File: config.mk
export PLATFORM = sky130hd
export DESIGN_NAME = audio_dac_tx
export DESIGN_NICKNAME = d
export VERILOG_FILES = /design/src/rtl/audio_pkg.sv /design/src/rtl/sample_fifo.sv /design/src/rtl/audio_dac_tx.sv
export SDC_FILE = /design/constraint.sdc
export NUM_CORES = 1
export LEC_CHECK = 0
export ABC_AREA = 1
export ABC_CLOCK_PERIOD_IN_PS = 3000
export BUFFER_PORTS_ARGS = -buffer_cell sky130_fd_sc_hd__buf_2
export CAP_MARGIN = 20
export CORE_ASPECT_RATIO = 1.75
export CORE_MARGIN = 4
export CORE_UTILIZATION = 60
export CTS_CLUSTER_DIAMETER = 150
export DETAILED_ROUTE_END_ITERATION = 7
export PLACE_DENSITY = 0.87
export SYNTH_ARGS = -nofsm -noshare
export SYNTH_HDL_FRONTEND = slang
export SYNTH_SLANG_ARGS = --single-unit
File: constraint.sdc
create_clock -name clk -period 3 [get_ports clk]
set_input_delay 0.3 -clock clk [delete_from_list [all_inputs] [get_ports clk]]
set_output_delay 0.3 -clock clk [all_outputs]
set_load 0.02 [all_outputs]
File: src/rtl/audio_pkg.sv
// audio_pkg: shared constants, DAC transmit state type and the saturation
// helper used by the audio output path.
package audio_pkg;

    localparam int unsigned SLOT_W     = 32;
    localparam int unsigned FRAME_BITS = 64;

    typedef enum logic [1:0] {
        IDLE = 2'd0,
        RUN  = 2'd1,
        STOP = 2'd2
    } dac_state_t;

    // Clamp a signed 32-bit value into the signed range of a w-bit word.
    // The result is still 32 bits wide; callers keep the low w bits.
    function automatic logic [31:0] sat_to_width(input logic signed [31:0] x,
                                                 input int unsigned        w);
        logic signed [31:0] hi;
        logic signed [31:0] lo;
        hi = (32'sd1 <<< (w - 1)) - 32'sd1;
        lo = -(32'sd1 <<< (w - 1));
        if (x > hi) begin
            return hi;
        end else if (x < lo) begin
            return lo;
        end
        return x;
    endfunction

endpackage

File: src/rtl/sample_fifo.sv
// sample_fifo: synchronous FIFO with registered full/empty flags.
// DEPTH must be a power of 2 (at least 2). A push on a full FIFO is
// accepted when a pop happens in the same cycle.
module sample_fifo #(
    parameter int unsigned WIDTH = 24,
    parameter int unsigned DEPTH = 4
) (
    input  logic             clk,
    input  logic             rst_n,
    input  logic             i_push,
    input  logic [WIDTH-1:0] i_din,
    input  logic             i_pop,
    output logic [WIDTH-1:0] o_dout,
    output logic             o_full,
    output logic             o_empty
);

    localparam int unsigned AW = (DEPTH > 1) ? $clog2(DEPTH) : 1;

    logic [WIDTH-1:0] r_mem [DEPTH];
    logic [AW-1:0]    r_wr_ptr;
    logic [AW-1:0]    r_rd_ptr;
    logic [AW:0]      r_count;
    logic             r_full;
    logic             r_empty;
    logic [AW:0]      w_count_nxt;
    logic             w_do_push;
    logic             w_do_pop;

    assign w_do_pop  = i_pop && !r_empty;
    assign w_do_push = i_push && (!r_full || w_do_pop);
    assign o_dout    = r_mem[r_rd_ptr];
    assign o_full    = r_full;
    assign o_empty   = r_empty;

    // Next occupancy from this cycle's push/pop pair.
    always_comb begin
        w_count_nxt = r_count;
        case ({w_do_push, w_do_pop})
            2'b10:   w_count_nxt = r_count + 1'b1;
            2'b01:   w_count_nxt = r_count - 1'b1;
            default: w_count_nxt = r_count;
        endcase
    end

    // Pointers, occupancy and flags; flags are registered from next occupancy.
    always_ff @(posedge clk or negedge rst_n) begin
        if (!rst_n) begin
            r_wr_ptr <= '0;
            r_rd_ptr <= '0;
            r_count  <= '0;
            r_full   <= 1'b0;
            r_empty  <= 1'b1;
        end else begin
            if (w_do_push) r_wr_ptr <= r_wr_ptr + 1'b1;
            if (w_do_pop)  r_rd_ptr <= r_rd_ptr + 1'b1;
            r_count <= w_count_nxt;
            r_full  <= (w_count_nxt == (AW+1)'(DEPTH));
            r_empty <= (w_count_nxt == '0);
        end
    end

    // Storage array; contents need no reset since the pointers gate access.
    always_ff @(posedge clk) begin
        if (w_do_push) r_mem[r_wr_ptr] <= i_din;
    end

endmodule

File: src/rtl/audio_dac_tx.sv
// audio_dac_tx: buffers mono samples and serializes them as I2S frames
// (same word on left and right). Optional macro AUDIO_DAC_TX_SAT_EN selects
// saturating word reduction instead of plain truncation.
module audio_dac_tx
    import audio_pkg::*;
#(
    parameter int unsigned SAMPLE_W   = 24,
    parameter int unsigned BCLK_DIV   = 4,
    parameter int unsigned FIFO_DEPTH = 4
) (
    input  logic        clk,
    input  logic        rst_n,
    input  logic        enable,
    input  logic [31:0] sample_in,
    input  logic        sample_valid,
    output logic        sample_ready,
    output logic        bclk,
    output logic        lrck,
    output logic        sdata,
    output logic [15:0] underrun_cnt
);

    localparam int unsigned HALF = BCLK_DIV / 2;
    localparam int unsigned DW   = (HALF > 1) ? $clog2(HALF) : 1;

    dac_state_t            r_state;
    logic [DW-1:0]         r_div;
    logic                  r_bclk;
    logic                  r_lrck;
    logic                  r_sdata;
    logic [5:0]            r_k;
    logic [FRAME_BITS-1:0] r_frame;
    logic [15:0]           r_underrun;

    logic [SAMPLE_W-1:0]   w_word;
    logic [SAMPLE_W-1:0]   w_fifo_dout;
    logic [SLOT_W-1:0]     w_slot;
    logic                  w_push;
    logic                  w_pop;
    logic                  w_full;
    logic                  w_empty;
    logic                  w_div_end;
    logic                  w_fall;
    logic                  w_wrap;
    logic                  w_load;
    logic [5:0]            w_k_nxt;

`ifdef AUDIO_DAC_TX_SAT_EN
    logic [31:0] w_sat;
    logic        w_unused_sat;
    assign w_sat        = sat_to_width($signed(sample_in), SAMPLE_W);
    assign w_word       = w_sat[SAMPLE_W-1:0];
    assign w_unused_sat = ^w_sat[31:SAMPLE_W];
`else
    logic w_unused_hi;
    assign w_word      = sample_in[SAMPLE_W-1:0];
    assign w_unused_hi = ^sample_in[31:SAMPLE_W];
`endif

    assign w_push       = sample_valid && sample_ready;
    assign sample_ready = !w_full;

    sample_fifo #(
        .WIDTH (SAMPLE_W),
        .DEPTH (FIFO_DEPTH)
    ) u_fifo (
        .clk     (clk),
        .rst_n   (rst_n),
        .i_push  (w_push),
        .i_din   (w_word),
        .i_pop   (w_pop),
        .o_dout  (w_fifo_dout),
        .o_full  (w_full),
        .o_empty (w_empty)
    );

    assign w_slot    = {w_fifo_dout, {(SLOT_W-SAMPLE_W){1'b0}}};
    assign w_div_end = (r_div == DW'(HALF - 1));
    assign w_fall    = (r_state == RUN) && w_div_end && r_bclk;
    assign w_k_nxt   = r_k + 6'd1;
    assign w_wrap    = w_fall && (w_k_nxt == 6'd0);
    // The IDLE->RUN transition acts as the k=0 edge of the first frame.
    assign w_load    = ((r_state == IDLE) && enable) || (w_wrap && enable);
    assign w_pop     = w_load && !w_empty;

    assign bclk         = r_bclk;
    assign lrck         = r_lrck;
    assign sdata        = r_sdata;
    assign underrun_cnt = r_underrun;

    // Control FSM, BCLK divider and per-falling-edge serializer.
    always_ff @(posedge clk or negedge rst_n) begin
        if (!rst_n) begin
            r_state <= IDLE;
            r_div   <= '0;
            r_bclk  <= 1'b0;
            r_lrck  <= 1'b0;
            r_sdata <= 1'b0;
            r_k     <= '0;
        end else begin
            case (r_state)
                IDLE: begin
                    r_div  <= '0;
                    r_bclk <= 1'b0;
                    r_lrck <= 1'b0;
                    r_sdata <= 1'b0;
                    if (enable) begin
                        r_state <= RUN;
                        r_k     <= '0;
                        r_sdata <= r_frame[0];
                    end
                end
                RUN: begin
                    if (w_div_end) begin
                        r_div <= '0;
                        if (r_bclk) begin
                            r_bclk <= 1'b0;
                            r_k    <= w_k_nxt;
                            if (w_wrap) begin
                                r_lrck  <= 1'b0;
                                r_sdata <= r_frame[0];
                                if (!enable) r_state <= STOP;
                            end else begin
                                // New k = r_k+1, so F[64-k] is F[63-r_k] = F[~r_k].
                                r_lrck  <= w_k_nxt[5];
                                r_sdata <= r_frame[~r_k];
                            end
                        end else begin
                            r_bclk <= 1'b1;
                        end
                    end else begin
                        r_div <= r_div + 1'b1;
                    end
                end
                STOP: begin
                    r_bclk  <= 1'b0;
                    r_lrck  <= 1'b0;
                    r_sdata <= 1'b0;
                    if (w_div_end) begin
                        r_div   <= '0;
                        r_state <= IDLE;
                    end else begin
                        r_div <= r_div + 1'b1;
                    end
                end
                default: r_state <= IDLE;
            endcase
        end
    end

    // Frame word load at k=0 and saturating underrun count.
    always_ff @(posedge clk or negedge rst_n) begin
        if (!rst_n) begin
            r_frame    <= '0;
            r_underrun <= '0;
        end else if (w_load) begin
            if (w_pop) begin
                r_frame <= {w_slot, w_slot};
            end else begin
                r_frame <= '0;
                if (r_underrun != 16'hFFFF) r_underrun <= r_underrun + 16'd1;
            end
        end
    end

endmodule

Word-level counts from Yosys, hierarchy flattened. Memories as Yosys holds them, arrays and structs flattened. Index checks and enable logic that the tools add are counted.

Multiplexer cells: 31. Bitwise gates (word level): 2. Reduce and logical (&&, ||, !) cells: 28. Add/sub/neg operators: 7. Order comparisons: 1. Eq/ne operators: 12.

Operator list (count): 2-to-1 mux 64 bit (1); 2-to-1 mux 6 bit (3); adder 16 x 1 -> 16 bit, second input constant (1); inequality test 16 bit, second input constant (1); 2-to-1 mux 1 bit (13); 2-to-1 mux 2 bit (6); inequality test 2 bit, second input constant (6); one-hot mux 6 bit (2 select lines) (1); logical AND 1 bit (9); AND reduction 3 bit (3); < comparator 6 x 7 -> 1 bit, second input constant (1); adder 6 x 1 -> 6 bit, second input constant (1); binary-select mux 1 bit (select 6 bit) (1); zero test 6 bit (1); inverter 6 bit (1); one-hot mux 1 bit (2 select lines) (3); one-hot mux 2 bit (3 select lines) (1); one-hot mux 3 bit (2 select lines) (1); AND reduction 6 bit (1); nonzero test 2 bit (3); adder 2 x 1 -> 2 bit, second input constant (2); equality test 2 x 1 -> 1 bit, second input constant (2); equality test 2 bit, second input constant (2); AND reduction 4 bit (1); other kinds (13) (16).

Memories: 1. RAM bits: 96. Register bits after elaboration: 101. Word-level logic and storage cells: 95. Bits of input ports: 36. Output and inout port bits: 20.

Memory list: u_fifo.r_mem (depth 4, width 24, read ports 1, clocked after Yosys merged registers in 0, wr ports 1, RTL line sample_fifo.sv:20) `logic [WIDTH-1:0] r_mem [DEPTH];`.

Longest topological paths before layout.
Depth after elaboration: 13. Gate-level depth with buffers: 19. Gate-level depth less buffers: 19.

By module. A second synthesis with hierarchy kept.

Cells, all modules: 695. Area total of the unflattened synthesis: 7099.3 sq um.

By module, submodules not included: sample_fifo (cells an instance 289, instances 1, seq. area each 3109.2 sq um, area an instance 4038.9 sq um); audio_dac_tx (cells an instance 406, instances 1, seq. area each 1301.2 sq um, area an instance 3060.4 sq um).

Least setup slack after synthesis. OpenSTA, ideal clock, no wires.

Path kind: register -> register. From: register r_state[1]. To: register u_fifo.r_full, in the netlist u_fifo.o_full. Cell stages (with the launch flop): 18. Path slack: 0.272 ns. Path buffers: 0. Clock period less this slack: 2.728 ns. Required time: 2.929 ns. Arrival: 2.657 ns. Library setup time: 0.071 ns. Cells stage by stage: dfrtp_1 > inv_1 > ha_1 > nand2_1 > inv_1 > nand2_1 > nor2_1 > nand2_1 > nor2_2 > nand3_4 > nand2_4 > nand2_1 > inv_1 > ha_1 > fa_1 > mux2_2 > or2_2 > nor2_1.

Cells in the longest elaborated chain, start to end: 13. Elaborated cells on any way between the ends: 16. Those cells by class: eq/ne: 4; mux: 1; reduce/logical: 11.

Ends and longest elaborated chain: start: declaration (RTL line audio_dac_tx.sv:26) `dac_state_t r_state;`; start signal: assignment (RTL line audio_dac_tx.sv:94) `r_state <= IDLE;`; start signal: assignment (RTL line audio_dac_tx.sv:108) `r_state <= RUN;`; start signal: assignment (RTL line audio_dac_tx.sv:122) `if (!enable) r_state <= STOP;`; equality test 2 x 1 -> 1 bit (RTL line audio_dac_tx.sv:79) `assign w_fall = (r_state == RUN) && w_div_end && r_bclk;`; logical AND 1 bit (2 in a row) (RTL line audio_dac_tx.sv:79); logical AND 1 bit (RTL line audio_dac_tx.sv:81) `assign w_wrap = w_fall && (w_k_nxt == 6'd0);`; logical AND 1 bit (RTL line audio_dac_tx.sv:83) `assign w_load = ((r_state == IDLE) && enable) || (w_wrap && enable);`; logical OR 1 bit * (RTL line audio_dac_tx.sv:83); logical AND 1 bit * (RTL line audio_dac_tx.sv:84) `assign w_pop = w_load && !w_empty;`; logical AND 1 bit * (RTL line sample_fifo.sv:30) `assign w_do_pop = i_pop && !r_empty;`; logical OR 1 bit (RTL line sample_fifo.sv:31) `assign w_do_push = i_push && (!r_full || w_do_pop);`; logical AND 1 bit (RTL line sample_fifo.sv:31); equality test 2 x 1 -> 1 bit or equality test 2 bit (tied branches) (RTL line sample_fifo.sv:39) `case ({w_do_push, w_do_pop})`; one-hot mux 3 bit (2 select lines) * (RTL line sample_fifo.sv:39); named net u_fifo.w_count_nxt[1] (RTL line sample_fifo.sv:26) `logic [AW:0] w_count_nxt;`; equality test 3 bit * (RTL line sample_fifo.sv:58) `r_full <= (w_count_nxt == (AW+1)'(DEPTH));`; end signal: assignment (RTL line sample_fifo.sv:58); end: declaration (RTL line sample_fifo.sv:24) `logic r_full;`.

The timed path passes the listed nets; every way through them passes the cells marked *. A chain may end at the register's enable or synchronous reset.

Worst setup path after layout. Ends and elaborated chain as after synthesis.

==> metrics.md <==
| Metric | Value |
|---|---|
| Placed insts | `857` |
| Max_slew headroom | `53.68%` |
| Min Hold Slack | `95.53 ps` |
| Fraction of layout cells with a size suffix above 1 | `17.46%` |
| PwrDens | `926.3 nW/um^2` |
| Worst-Margin Slew | `694.0 ps` |
| Fin. Hold Viols | `0` |
| NumNets Final | `794` |
| Setup ws final | `153.0 ps` |
| Port Buffer Count | `47` |
| First-pass GRT wire length | `24,010 microns` |
| Die H | `152.0 microns` |
| Diode count | `0` |
| Root buf cell | `clkbuf_16` |
| Status | `finished clean` |
| Pre-CTS WS | `39.21 ps` |
| DRT Pass-1 Iters | `5` |
| Crit-path max FO | `3` |
| Warnings, synthesis | `0` |
| Seq/Total Area, Yosys | `62.03%` |
| Critical Path Sink Type | `flop` |
| Flop and latch count out of synthesis | `157` |
| Area Growth Syn to Fin | `13.73%` |
| CTS tree | `done` |
| Final Non-Filler Cells | `891` |
| Worst vdd ir | `689.9 uV` |
| Vias per cell | `5.814` |
| Crit path DAT | `3180 ps` |
| Final WL | `14,540 microns` |
| All-Layer GR Usage | `21.68%` |
| Final antenna-violating net count | `0` |
| Pleak | `3.463 nW` |
| Total number of vias | `5,180` |
| Yosys top cell area share | `40.54%` |
| Post-layout util | `69.83%` |
| Top Ports | `56` |
| DRC errors left | `0` |
| Synth top cells by count | `nand2_1, edfxtp_1, nand3_1` |
| Clk slew on worst S/H paths | `70 ps` |
| Post-Place Cell Area | `7468 sq um` |
| Post-DP HPWL | `9372 microns` |
| Leading area contributor after synthesis | `edfxtp_1` |
| Cell Area, Synth | `7111 sq um` |
| Cell with the most instances after synthesis | `nand2_1` |
| Clock Skew | `10.05 ps` |
| Library cells used by synthesis | `35` |
| HP Class | `primary input to flop` |
| Via count of the first global-routing pass | `5,381` |
| CTS H-tree lvls | `4` |
| Max-cap violations | `0` |
| Max Freq | `351.2 MHz` |
| Initial antenna violation count | `0` |
| Sinks on Clock Net | `157` |
| Net Count, Synth | `744` |
| Drt wl/cell | `16.32 microns` |
| Required @ worst endpoint | `3330 ps` |
| Max Slew Vio Count | `0` |
| Die width | `90.29 microns` |
| Synth Instances | `693` |
| Grt ovf | `0` |
| Top FF cell, synth | `edfxtp_1` |
| Crit share post-route | `94.90%` |
| Core area | `11,580 sq um` |
| Setup violators final | `0` |
| CTS Buffer Depth | `2` |
| Synth area leaders | `edfxtp_1, dfrtp_1, nand3_1` |
| GP Congestion | `0.9437` |
| Starting Density | `61.40%` |
| Final std cell area, no fill | `8087 sq um` |
| Starting DRT DRC Count | `462` |
| Fin crit period | `2847 ps` |
| Largest net degree at the start of global routing | `51` |
| Total CTS buffers | `17` |
| Worst-Skew Late Latency | `410 ps` |
| Post-Syn Area per Cell | `10.26 sq um` |
| Site Rows | `52` |
| Die area | `13,730 sq um` |
| Post-synth ARST share | `38.85%` |
| Critical Setup Path Class | `flop to flop` |
| Setup crit start kind | `flop` |
| Post-synth EDFFs | `96` |
[flip-flops by register name, indices dropped and copies added, names as in the netlist, 2 cells and up]
| signal | flops |
|---|---|
| u_fifo.r_rd_ptr | 2 |
| underrun_cnt | 16 |
| r_frame | 24 |
| u_fifo.r_wr_ptr | 2 |
| u_fifo.r_mem | 96 |
| r_k | 6 |
| r_state | 2 |
| u_fifo.r_count | 3 |
[metal layers]
metal	wire length, microns	part of all wire [%]	up-vias	track usage [%]
met5	0	0	-	0
met4	327	2.2	0	12.13
met3	686	4.7	31	3.810
met2	8140	56	189	39.94
met1	5387	37	2496	23.04
li1	-	-	2464	-
[logic make-up after synthesis]
group	share of synthesized area, %
AND/OR/NAND/NOR	20.29
AO/OA/AOI/OAI	7.162
adder cells (fa/ha/maj)	2.745
XOR/XNOR	2.446
buffers and inverters	5.173
flip-flops	62.03
multiplexers	0.1584
[metrics by stage]
stage	setup TNS (ps)	total power [mW]
2_1_floorplan	0	4.720
3_3_place_gp	0	5.207
3_5_place_dp	0	5.357
4_1_cts	0	7.466
5_1_grt	-48.15	7.934
6_report	0	7.490
[power by group]
part,internal (mW),total [mW],switching [mW]
logic,0.755,2.33,1.58
registers,2.84,3.08,0.240
clock network,1.19,2.08,0.889
[worst paths after layout]
| check | from | end | slack, ps | depth (start not counted) |
|---|---|---|---|---|
| max | r_state[1] | u_fifo.o_full | 150 | 17 |
| min | sample_in[17] | u_fifo.r_mem[3][17] | 100 | 1 |
| max reg2reg | r_state[1] | u_fifo.o_full | 150 | 17 |
| min reg2reg | sdata | sdata | 510 | 2 |
| max in group asynchronous | rst_n | r_state[0] | 2010 | 3 |
| min in group asynchronous | rst_n | underrun_cnt[4] | 330 | 2 |
[cells in the final DEF (no fill, tap or decap), types with 4 or more instances in the layout]
cell type / instances
nand2_1: 120
xnor2_1: 7
buf_2: 47
nand4_1: 5
xor2_1: 11
nor2_2: 4
o22ai_1: 26
edfxtp_1: 96
ha_1: 12
nand3_1: 95
clkbuf_16: 17
inv_1: 45
nand2_2: 12
buf_4: 16
inv_6: 6
o21ai_0: 63
inv_2: 5
nor3_1: 4
dfrtp_1: 58
nor2_1: 72
[cell type report]
| type | instances | area (sq um) |
|---|---|---|
| inverter | 51 | 191.4 |
| clock buffer | 19 | 442.9 |
| timing repair buffer | 65 | 376.6 |
| tap | 135 | 168.9 |
| clock inverter | 13 | 128.9 |
| sequential | 157 | 4413 |
| multi-input combinational | 451 | 2365 |
| fill | 785 | 3495 |
[timing repair]
item,CTS,global route
buffers inserted,1,0
gates resized for setup,1,9
pin swaps,1,1
hold endpoints to repair,13,0
setup endpoints to repair,2,2
hold buffers,1,0
gates cloned,0,0
[critical path, cell delays in order (launching register included)]
cell and delay [ps]:
dfrtp_1 400, inv_2 80, ha_1 160, nand2_1 80, inv_1 70, nand2_1 50
nor2_1 90, nand2_1 90, nor2_4 120, nand3_4 100, nand2_4 80, nand2_2 70
inv_2 80, ha_4 140, fa_1 410, mux2_2 300, or2_2 310, nor2_1 150
(Power assumes the default switching activity.)
